<file path="src/rtl/rr_arbiter_4_pkg.sv">
// Shared types for the 4-way round-robin arbiter.
// Exports the FSM state enum, the requester count and the index type.
package arb_pkg;

  localparam int N_REQ = 4;

  typedef logic [1:0] arb_idx_t;

  typedef enum logic {
    IDLE,
    GRANT
  } arb_state_t;

endpackage

</file>
<file path="src/rtl/rr_arbiter_4_if.sv">
// Requester-side bundle of the round-robin arbiter.
// Ports: req (to arbiter), grant/grant_idx/grant_valid/timeout (from arbiter).
interface rr_arbiter_4_if;
  import arb_pkg::*;

  logic [N_REQ-1:0] req;
  logic [N_REQ-1:0] grant;
  arb_idx_t         grant_idx;
  logic             grant_valid;
  logic             timeout;

  modport master (
    output req,
    input  grant,
    input  grant_idx,
    input  grant_valid,
    input  timeout
  );

  modport slave (
    input  req,
    output grant,
    output grant_idx,
    output grant_valid,
    output timeout
  );

endinterface

</file>
<file path="src/rtl/rr_arbiter_4_decoder.sv">
// 2-to-4 one-hot decoder with enable; drives the arbiter grant vector.
// Ports: en (enable), a (2-bit index), bcode (one-hot, zero when en=0).
module decoder_2_4 (
  input  logic       en,
  input  logic [1:0] a,
  output logic [3:0] bcode
);

  assign bcode = en ? (4'b0001 << a) : 4'b0000;

endmodule

</file>
<file path="src/rtl/rr_arbiter_4.sv">
// Round-robin arbiter for 4 requesters with bounded grant hold.
// Ports: clk, reset (async high), bus (slave: req in; grant, grant_idx,
//        grant_valid, timeout out).
module rr_arbiter_4
  import arb_pkg::*;
#(
  parameter int HOLD_MAX = 8,
  parameter int CW       = 4
) (
  input  logic           clk,
  input  logic           reset,
  rr_arbiter_4_if.slave  bus
);

  arb_state_t     state_q, state_d;
  arb_idx_t       idx_q, idx_d;
  arb_idx_t       last_q, last_d;
  logic [CW-1:0]  hold_q, hold_d;
  logic           to_q, to_d;
  logic           valid;

  logic [2:0]     pick_any;
  logic [2:0]     pick_oth;
  logic           own;
  logic           at_max;

  // First set request scanning ptr+1, ptr+2, ptr+3, ptr; the pointer
  // itself is skipped when excl is set. Result is {found, idx}.
  function automatic logic [2:0] next_rr(
    input logic [N_REQ-1:0] r,
    input arb_idx_t         ptr,
    input logic             excl
  );
    logic [2:0] res;
    arb_idx_t   c;
    res = 3'b000;
    // Walk backwards so the earliest candidate overwrites later ones.
    for (int k = N_REQ; k >= 1; k--) begin
      c = ptr + arb_idx_t'(k);
      if (r[c] && !(excl && k == N_REQ)) begin
        res = {1'b1, c};
      end
    end
    return res;
  endfunction

  // In GRANT last_q always equals the owner, so excluding the pointer
  // excludes the owner.
  assign pick_any = next_rr(bus.req, last_q, 1'b0);
  assign pick_oth = next_rr(bus.req, last_q, 1'b1);
  assign own      = bus.req[idx_q];
  assign at_max   = (hold_q >= CW'(HOLD_MAX));

  always_comb begin
    state_d = state_q;
    idx_d   = idx_q;
    last_d  = last_q;
    hold_d  = hold_q;
    to_d    = 1'b0;
    unique case (state_q)
      IDLE: begin
        if (pick_any[2]) begin
          state_d = GRANT;
          idx_d   = pick_any[1:0];
          last_d  = pick_any[1:0];
          hold_d  = CW'(1);
        end
      end
      GRANT: begin
        unique case (1'b1)
          own && (!pick_oth[2] || !at_max): begin
            hold_d = at_max ? hold_q : hold_q + 1'b1;
          end
          own && pick_oth[2] && at_max: begin
            idx_d  = pick_oth[1:0];
            last_d = pick_oth[1:0];
            hold_d = CW'(1);
            to_d   = 1'b1;
          end
          !own && pick_oth[2]: begin
            idx_d  = pick_oth[1:0];
            last_d = pick_oth[1:0];
            hold_d = CW'(1);
          end
          !own && !pick_oth[2]: begin
            state_d = IDLE;
            hold_d  = '0;
          end
          default: ;
        endcase
      end
      default: state_d = IDLE;
    endcase
  end

  always_ff @(posedge clk or posedge reset) begin
    if (reset) begin
      state_q <= IDLE;
      idx_q   <= 2'b00;
      last_q  <= 2'b11;
      hold_q  <= '0;
      to_q    <= 1'b0;
    end else begin
      state_q <= state_d;
      idx_q   <= idx_d;
      last_q  <= last_d;
      hold_q  <= hold_d;
      to_q    <= to_d;
    end
  end

  assign valid           = (state_q == GRANT);
  assign bus.grant_valid = valid;
  assign bus.grant_idx   = idx_q;
  assign bus.timeout     = to_q;

  decoder_2_4 u_dec (
    .en    (valid),
    .a     (idx_q),
    .bcode (bus.grant)
  );

endmodule

</file>
<file path="src/flat_wrapper.sv">
// flat-port wrapper written by rule: the top's interface ports become plain ports
module rr_arbiter_4_flat import arb_pkg::*;
#(
  parameter int HOLD_MAX = 8,
  parameter int CW       = 4
)
  (clk, reset, bus_req, bus_grant, bus_grant_idx, bus_grant_valid, bus_timeout);
  rr_arbiter_4_if bus_i ();
  input  logic clk;
  input  logic reset;
  input wire logic [$bits(bus_i.req)-1:0] bus_req;
  output wire logic [$bits(bus_i.grant)-1:0] bus_grant;
  output wire logic [$bits(bus_i.grant_idx)-1:0] bus_grant_idx;
  output wire logic [$bits(bus_i.grant_valid)-1:0] bus_grant_valid;
  output wire logic [$bits(bus_i.timeout)-1:0] bus_timeout;
  assign bus_i.req = bus_req;
  assign bus_grant = bus_i.grant;
  assign bus_grant_idx = bus_i.grant_idx;
  assign bus_grant_valid = bus_i.grant_valid;
  assign bus_timeout = bus_i.timeout;
  rr_arbiter_4 #(.HOLD_MAX(HOLD_MAX), .CW(CW)) u_core (.clk(clk), .reset(reset), .bus(bus_i));
endmodule
</file>
<file path="config.mk">
export PLATFORM = sky130hd
export DESIGN_NAME = rr_arbiter_4_flat
export DESIGN_NICKNAME = d
export VERILOG_FILES = /design/src/rtl/rr_arbiter_4_pkg.sv /design/src/rtl/rr_arbiter_4_if.sv /design/src/rtl/rr_arbiter_4_decoder.sv /design/src/rtl/rr_arbiter_4.sv /design/src/flat_wrapper.sv
export SDC_FILE = /design/constraint.sdc
export NUM_CORES = 1
export LEC_CHECK = 0
export CORE_UTILIZATION = 45
export DETAILED_ROUTE_END_ITERATION = 6
export GPL_TIMING_DRIVEN = 0
export PLACE_DENSITY_LB_ADDON = 0.05
export SYNTH_ARGS = -nofsm -noshare
export SYNTH_HDL_FRONTEND = slang
export SYNTH_SLANG_ARGS = --single-unit
</file>
<file path="constraint.sdc">
create_clock -name clk -period 2.5 [get_ports clk]
set_clock_uncertainty 0.05 [all_clocks]
set_input_delay 0.375 -clock clk [delete_from_list [all_inputs] [get_ports clk]]
set_output_delay 0.375 -clock clk [all_outputs]
set_load 0.02 [all_outputs]
</file>
==> results.cfg, run 1 <==
[drt]
ant_nets = 0
drcViolationCount = 0
routedWlPerCell_um = 13.87
routed_wl_mm = 1.872
drt_iter0_drc = 11
firstDrtPassIters = 4
vias = 730
routed_via_density = 5.407

[timing]
period_minus_slack_ns = 2.231
fmax_mhz = 448.2
maxSlewHeadroom_pct = 65.52
finalHoldViolCount = 0
finalCritPeriodShare_pct = 89.24
drv_slew = 0
tns_ns = 0
worst_pin_slew_ns = 0.5172
rsz0062_at_grt = false
setup_viol = 0

[placed_design]
gp_congestion = 0.7862
dp_hpwl_mm = 1.378
postPlaceCellArea_um2 = 1026
numPortBuffers = 13

[synthesis]
netlist_area_um2 = 864.6
synthFlopType = dfrtp_1
synth.most_common_cell = inv_1
synthTopCellsByArea = dfrtp_1 23%, dfstp_2 6.1%, mux2i_1 4.6%, inv_1 4.3%, a21oi_1 3.5%
yosysTopAreaCellShare_pct = 23.15
async_reset_ff_share_pct = 100.0
ys_ff_latch = 10
syn_inst = 94
yosysTopAreaCell = dfrtp_1
synth_nets = 102
synth_edf_count = 0
ys_seq_area_share_pct = 29.23
synthTopCellsByCount = 10 x inv_1, 8 x dfrtp_1, 7 x nor2_1
ys_types = 41
yosysWarnings = 0
avgSynthCellArea_um2 = 9.198

[setup_path]
required_ns = 2.08
crit_type = reg -> out
cp.arrival_ns = 1.81
crit_end = bus_grant[2]
reg2reg_from = u_core.last_q[0]
rrSetupSlack_ns = 0.37
start_kind = register
startpoint = u_core.bus.grant_valid
r2r_cells = 7
cp_max_fo = 14
cp-end-kind = primary output
r2r_end = u_core.bus.grant_idx[1]

[pwr]
irDropWorstVdd_mv = 0.5945
leakage_nw = 0.4587
power_density_nw_per_um2 = 1160

[cts]
numCtsBuffers = 3
htree_levels = 1
root_buffer = clkbuf_4
cts_tree = built
clk_pin_slew_ns = 0.07
postCtsHoldBufs = 0
cts_buffer_depth = 2
clock_latency_ns = 0.27
clock-sinks = 10

[outcome]
status = completed

[run]
max_cap_violations = 0

[global_route]
grt_pass1_vias = 705
grt_busiest_layer = met2
grt-ovfl-total = 0
grtUsageMet1_pct = 30.43
track_usage_pct = 21.29
met3_usage_pct = 7.143
grt.met2_usage_pct = 31.43
grt_max_degree = 11
grt_pass1_wl_mm = 3.174
grt_antenna_before_repair = 0

[finish]
diodes = 0
fillCellCount = 175
synthToLayoutAreaGrowth_pct = 22.43
layout-drive-gt1-share_pct = 19.09
nets = 119
fin_area_um2 = 1059

[floorplanning]
die_w_um = 45.83
pin_count = 14
initial_core_util_pct = 49.01
fp.dieArea_um2 = 2100
coreArea_um2 = 1764
num_rows = 15
die_h_um = 45.83

[min_path]
hp-class = in -> async
[worst max-delay path, cell delays in order (launching register included)]
cell and delay, ns:
dfrtp_1 0.67, and3_1 0.25, clkdlybuf4s50_1 0.61
[routing by layer]
| metal | wire length [µm] | part of all wire [%] |
|---|---|---|
| met1 | 971 | 52 |
| met2 | 839 | 45 |
| met3 | 61 | 3.3 |
| met4 | 0 | 0 |
| met5 | 0 | 0 |
[worst min path at each step]
| stage | from | to | slack (ns) | cells after the start |
|---|---|---|---|---|
| floorplan | reset | u_core.bus.grant_idx[0] | 0.16 | 1 |
| global placement | u_core.hold_q[2] | u_core.hold_q[2] | 0.45 | 1 |
| detailed placement | u_core.hold_q[2] | u_core.hold_q[2] | 0.46 | 1 |
| CTS | reset | u_core.hold_q[1] | 0.33 | 2 |
| global route | reset | u_core.bus.grant_idx[0] | 0.37 | 2 |
| finish | reset | u_core.hold_q[1] | 0.32 | 2 |
[registers in the layout, indices dropped and copies added, names as in the netlist]
signal                  cells
u_core.bus.grant_idx        2
u_core.bus.grant_valid      1
u_core.bus.timeout          1
u_core.hold_q               4
u_core.last_q               2
[area by class of cell]
| class | count | area, µm² | share of cell area, % |
|---|---|---|---|
| tap | 25 | 31.28 | 2.955 |
| clock buffer | 4 | 36.28 | 3.428 |
| sequential | 10 | 252.7 | 23.88 |
| timing repair buffer | 13 | 130.1 | 12.29 |
| inverter | 10 | 37.54 | 3.546 |
| multi-input combinational | 68 | 540.5 | 51.06 |
| buffer | 5 | 30.03 | 2.837 |
[metrics by stage]
step,power [mW],hold slack (ns),instances,setup WS (ns),utilization [%]
after global placement,1.066,0.4550,132,0.1207,58.16
final,1.228,0.3165,135,0.2690,60.00
after floorplan,0.8595,0.1637,94,0.5928,-
after detailed placement,1.078,0.4639,132,0.1132,58.16
after CTS,1.236,0.3262,136,0.08527,60.21
after global routing,1.320,0.3682,135,0.1869,60.00
[cells in the final DEF (no fill, tap or decap), types with 2 or more instances in the layout]
master,synthesis,routed
a211oi_1,2,2
a21oi_1,6,6
and3_1,4,4
buf_2,3,3
clkbuf_4,0,3
clkdlybuf4s50_1,0,13
dfrtp_1,8,8
dfstp_2,2,2
ha_1,2,2
inv_1,10,10
mux2i_1,4,4
nand2_1,5,5
nand3_1,3,3
nor2_1,7,7
nor3_1,2,2
nor3b_1,2,2
o21ai_0,4,4
o21ai_1,3,3
or3b_1,2,2
[cells by family after synthesis]
group,after synthesis,share of synthesized area [%]
AO/OA/AOI/OAI,27,26.20
adder cells (fa/ha/maj),2,2.894
buffers and inverters,16,8.249
flip-flops,10,29.23
multiplexers,8,13.31
AND/OR/NAND/NOR,31,20.12
[where the power goes]
part	switching [mW]	internal, mW
clock	0.0622	0.0886
sequential	0.0701	0.237
combinational	0.400	0.371
total	0.532	0.696
[timing repair]
item,4_1_cts,5_1_grt
setup buffers,0,0
setup endpoints to repair,0,1
gates resized for setup,0,0
Power figures use the tool's default switching activity.
==> inputs of run 2 (changes only) <==
ABC_AREA = 1   (was default)
==> run 2 against run 1 <==
Total power increased by 21%. Clock power decreased by 3%. Clock-buffer cell count is the same. Via count rose by 12%. Global-route usage fell by 2.0 points. Flip-flop and latch count unchanged. Synthesized cell count up 32%. Final cell count grew 23%. Largest cell class unchanged. Worst hold slack better by 0.0067 ns. Fmax shrank 0.13%. First-iteration DRC count grew 100%.
==> results.cfg, run 2 <==
[setup_path]
crit_type = reg -> out
critPathBufInv = 2
path_cells = inv_1, nor3_1, clkdlybuf4s50_1
cp_max_fo = 8
required_ns = 2.08
start_kind = register
crit_slowest_cell = clkdlybuf4s50_1
cp-end-kind = primary output
cp_top_family = buffers and inverters
cp.arrival_ns = 1.81
cpPeakStageDelay_ns = 0.63

[synthesis]
yosysTopAreaCell = dfrtp_1
yosysWarnings = 0
synthTopCellsByCount = 39 x nand2_1, 20 x nand3_1, 15 x inv_1
async_reset_ff_share_pct = 100.0
netlist_area_um2 = 844.6
ys_seq_area_share_pct = 29.93
ys_ff_latch = 10
syn_inst = 124
ys_types = 26
synthFlopType = dfrtp_1
synth.most_common_cell = nand2_1
synth_edf_count = 0
synthTopCellsByArea = dfrtp_1 24%, nand2_1 17%, nand3_1 12%, inv_1 6.7%, dfstp_2 6.2%
avgSynthCellArea_um2 = 6.811
synth_nets = 132
yosysTopAreaCellShare_pct = 23.70

[finish]
regMostFlops = u_core.hold_q
seq_area_um2 = 252.7
fin_area_um2 = 1042
nets = 150
layout_common_cells = 39 x nand2_1, 20 x nand3_1, 15 x inv_1
layout-drive-gt1-share_pct = 14.89
final_common_cell = nand2_1
fillCellCount = 165
synthToLayoutAreaGrowth_pct = 23.41
multiInputGateArea_um2 = 514.2
largest_reg_flops = 4
diodes = 0

[drt]
drcViolationCount = 0
routed_via_density = 4.910
routedWlPerCell_um = 10.28
firstDrtPassIters = 4
vias = 815
routed_wl_mm = 1.707
drt_iter0_drc = 22
ant_nets = 0

[cts]
cts_tree = built
clk_pin_slew_ns = 0.07
root_buffer = clkbuf_4
clock_latency_ns = 0.27
numCtsBuffers = 3
postCtsHoldBufs = 0
clock-sinks = 10
post_cts_buffers = 0
cts_buffer_depth = 2
htree_levels = 1
post_cts_resized = 0

[timing]
setup_viol = 0
maxSlewHeadroom_pct = 74.61
drv_slew = 0
finalHoldViolCount = 0
worst_pin_slew_ns = 0.3804
period_minus_slack_ns = 2.234
fmax_mhz = 447.6
finalCritPeriodShare_pct = 89.36
rsz0062_at_grt = false
hold_ws_ns = 0.3233
tns_ns = 0

[placed_design]
numPortBuffers = 13
dp_hpwl_mm = 1.354
postPlaceCellArea_um2 = 1006
gp_congestion = 0.8284

[pwr]
internal_power_uw = 719.1
power_density_nw_per_um2 = 1422
leakage_nw = 0.5463
pwr-share-clk_pct = 9.9
irDropWorstVdd_mv = 0.7871
pwr-share-seq_pct = 22.5
power_switching_uw = 763.1
switching_share_pct = 51.48
pwr-share-comb_pct = 67.6
totalPowerFinal_mw = 1.482

[floorplanning]
initial_core_util_pct = 48.39
die_h_um = 45.32
fp.dieArea_um2 = 2054
coreArea_um2 = 1745
num_rows = 15
die_w_um = 45.32
pin_count = 14

[global_route]
grt_max_degree = 11
grt_pass1_wl_mm = 2.808
grtUsageMet1_pct = 25.62
met3_usage_pct = 6.000
grt-ovfl-total = 0
grt_antenna_before_repair = 0
grt.met2_usage_pct = 29.28
track_usage_pct = 19.32
grt_busiest_layer = met2
grt_pass1_vias = 664

[run]
max_cap_violations = 0

[outcome]
status = completed

[min_path]
hp-class = in -> async
## run 2: cell types whose count changed after synthesis, moves of 4 or more
cell / delta
a21oi_1: -5
and3_1: -4
inv_1: +5
mux2i_1: -4
nand2_1: +34
nand3_1: +17
## run 2: final cells by class
class	instances	area share, %
sequential	10	24.25
inverter	17	6.363
buffer	1	1.080
multi-input combinational	96	49.34
tap	25	3.001
clock buffer	4	3.481
timing repair buffer	13	12.49
## run 2: kinds of logic after synthesis
| group | share of synthesized area, % |
|---|---|
| buf+inv | 9.185 |
| compound gates | 4.740 |
| xor+xnor | 3.112 |
| flops | 29.93 |
| simple gates | 50.07 |
| fa+ha+maj | 2.962 |
## run 2: stage by stage
stage	worst slack [ns]	utilization (%)	std cells
after floorplan	0.8425	-	124
after global placement	0.5004	57.63	162
after detailed placement	0.4990	57.63	162
after CTS	0.2612	59.71	166
after global routing	0.1681	59.71	166
final	0.2660	59.71	166
## run 2: worst paths after layout
path	startpoint	end	slack, ns	cells past startpoint
setup / recovery	u_core.bus.grant_valid	bus_grant[3]	0.27	3
hold / removal	reset	u_core.hold_q[3]	0.32	2
setup reg to reg	u_core.last_q[0]	u_core.bus.grant_idx[0]	0.72	10
hold reg to reg	u_core.last_q[1]	u_core.last_q[1]	0.49	2
max in group asynchronous	reset	u_core.last_q[1]	1.76	2
min in group clk	u_core.last_q[1]	u_core.last_q[1]	0.49	2
## run 2: worst register-to-register path, delay by kind of cell (launching register included)
family                 cells  cell delay, ns
DFF                        1            0.53
and+or+nand+nor            7            0.62
AOI/OAI and AO/OA          1            0.29
buffers and inverters      2            0.20
## run 2: per-layer routing
| metal | routed length [µm] | vias up |
|---|---|---|
| met1 | 826 | 372 |
| met4 | 25 | 0 |
| met3 | 54 | 5 |
| met5 | 0 | - |
| met2 | 801 | 10 |
| li1 | - | 428 |
## run 2: power groups by stage
stage / clock network [mW] / logic (mW) / registers (mW)
after CTS: 0.152 / 1.00 / 0.335
after global routing: 0.162 / 1.12 / 0.347
after detailed placement: 0 / 1.00 / 0.339
after global placement: 0 / 0.989 / 0.332
after floorplan: 0 / 0.728 / 0.344
final: 0.147 / 1.00 / 0.333
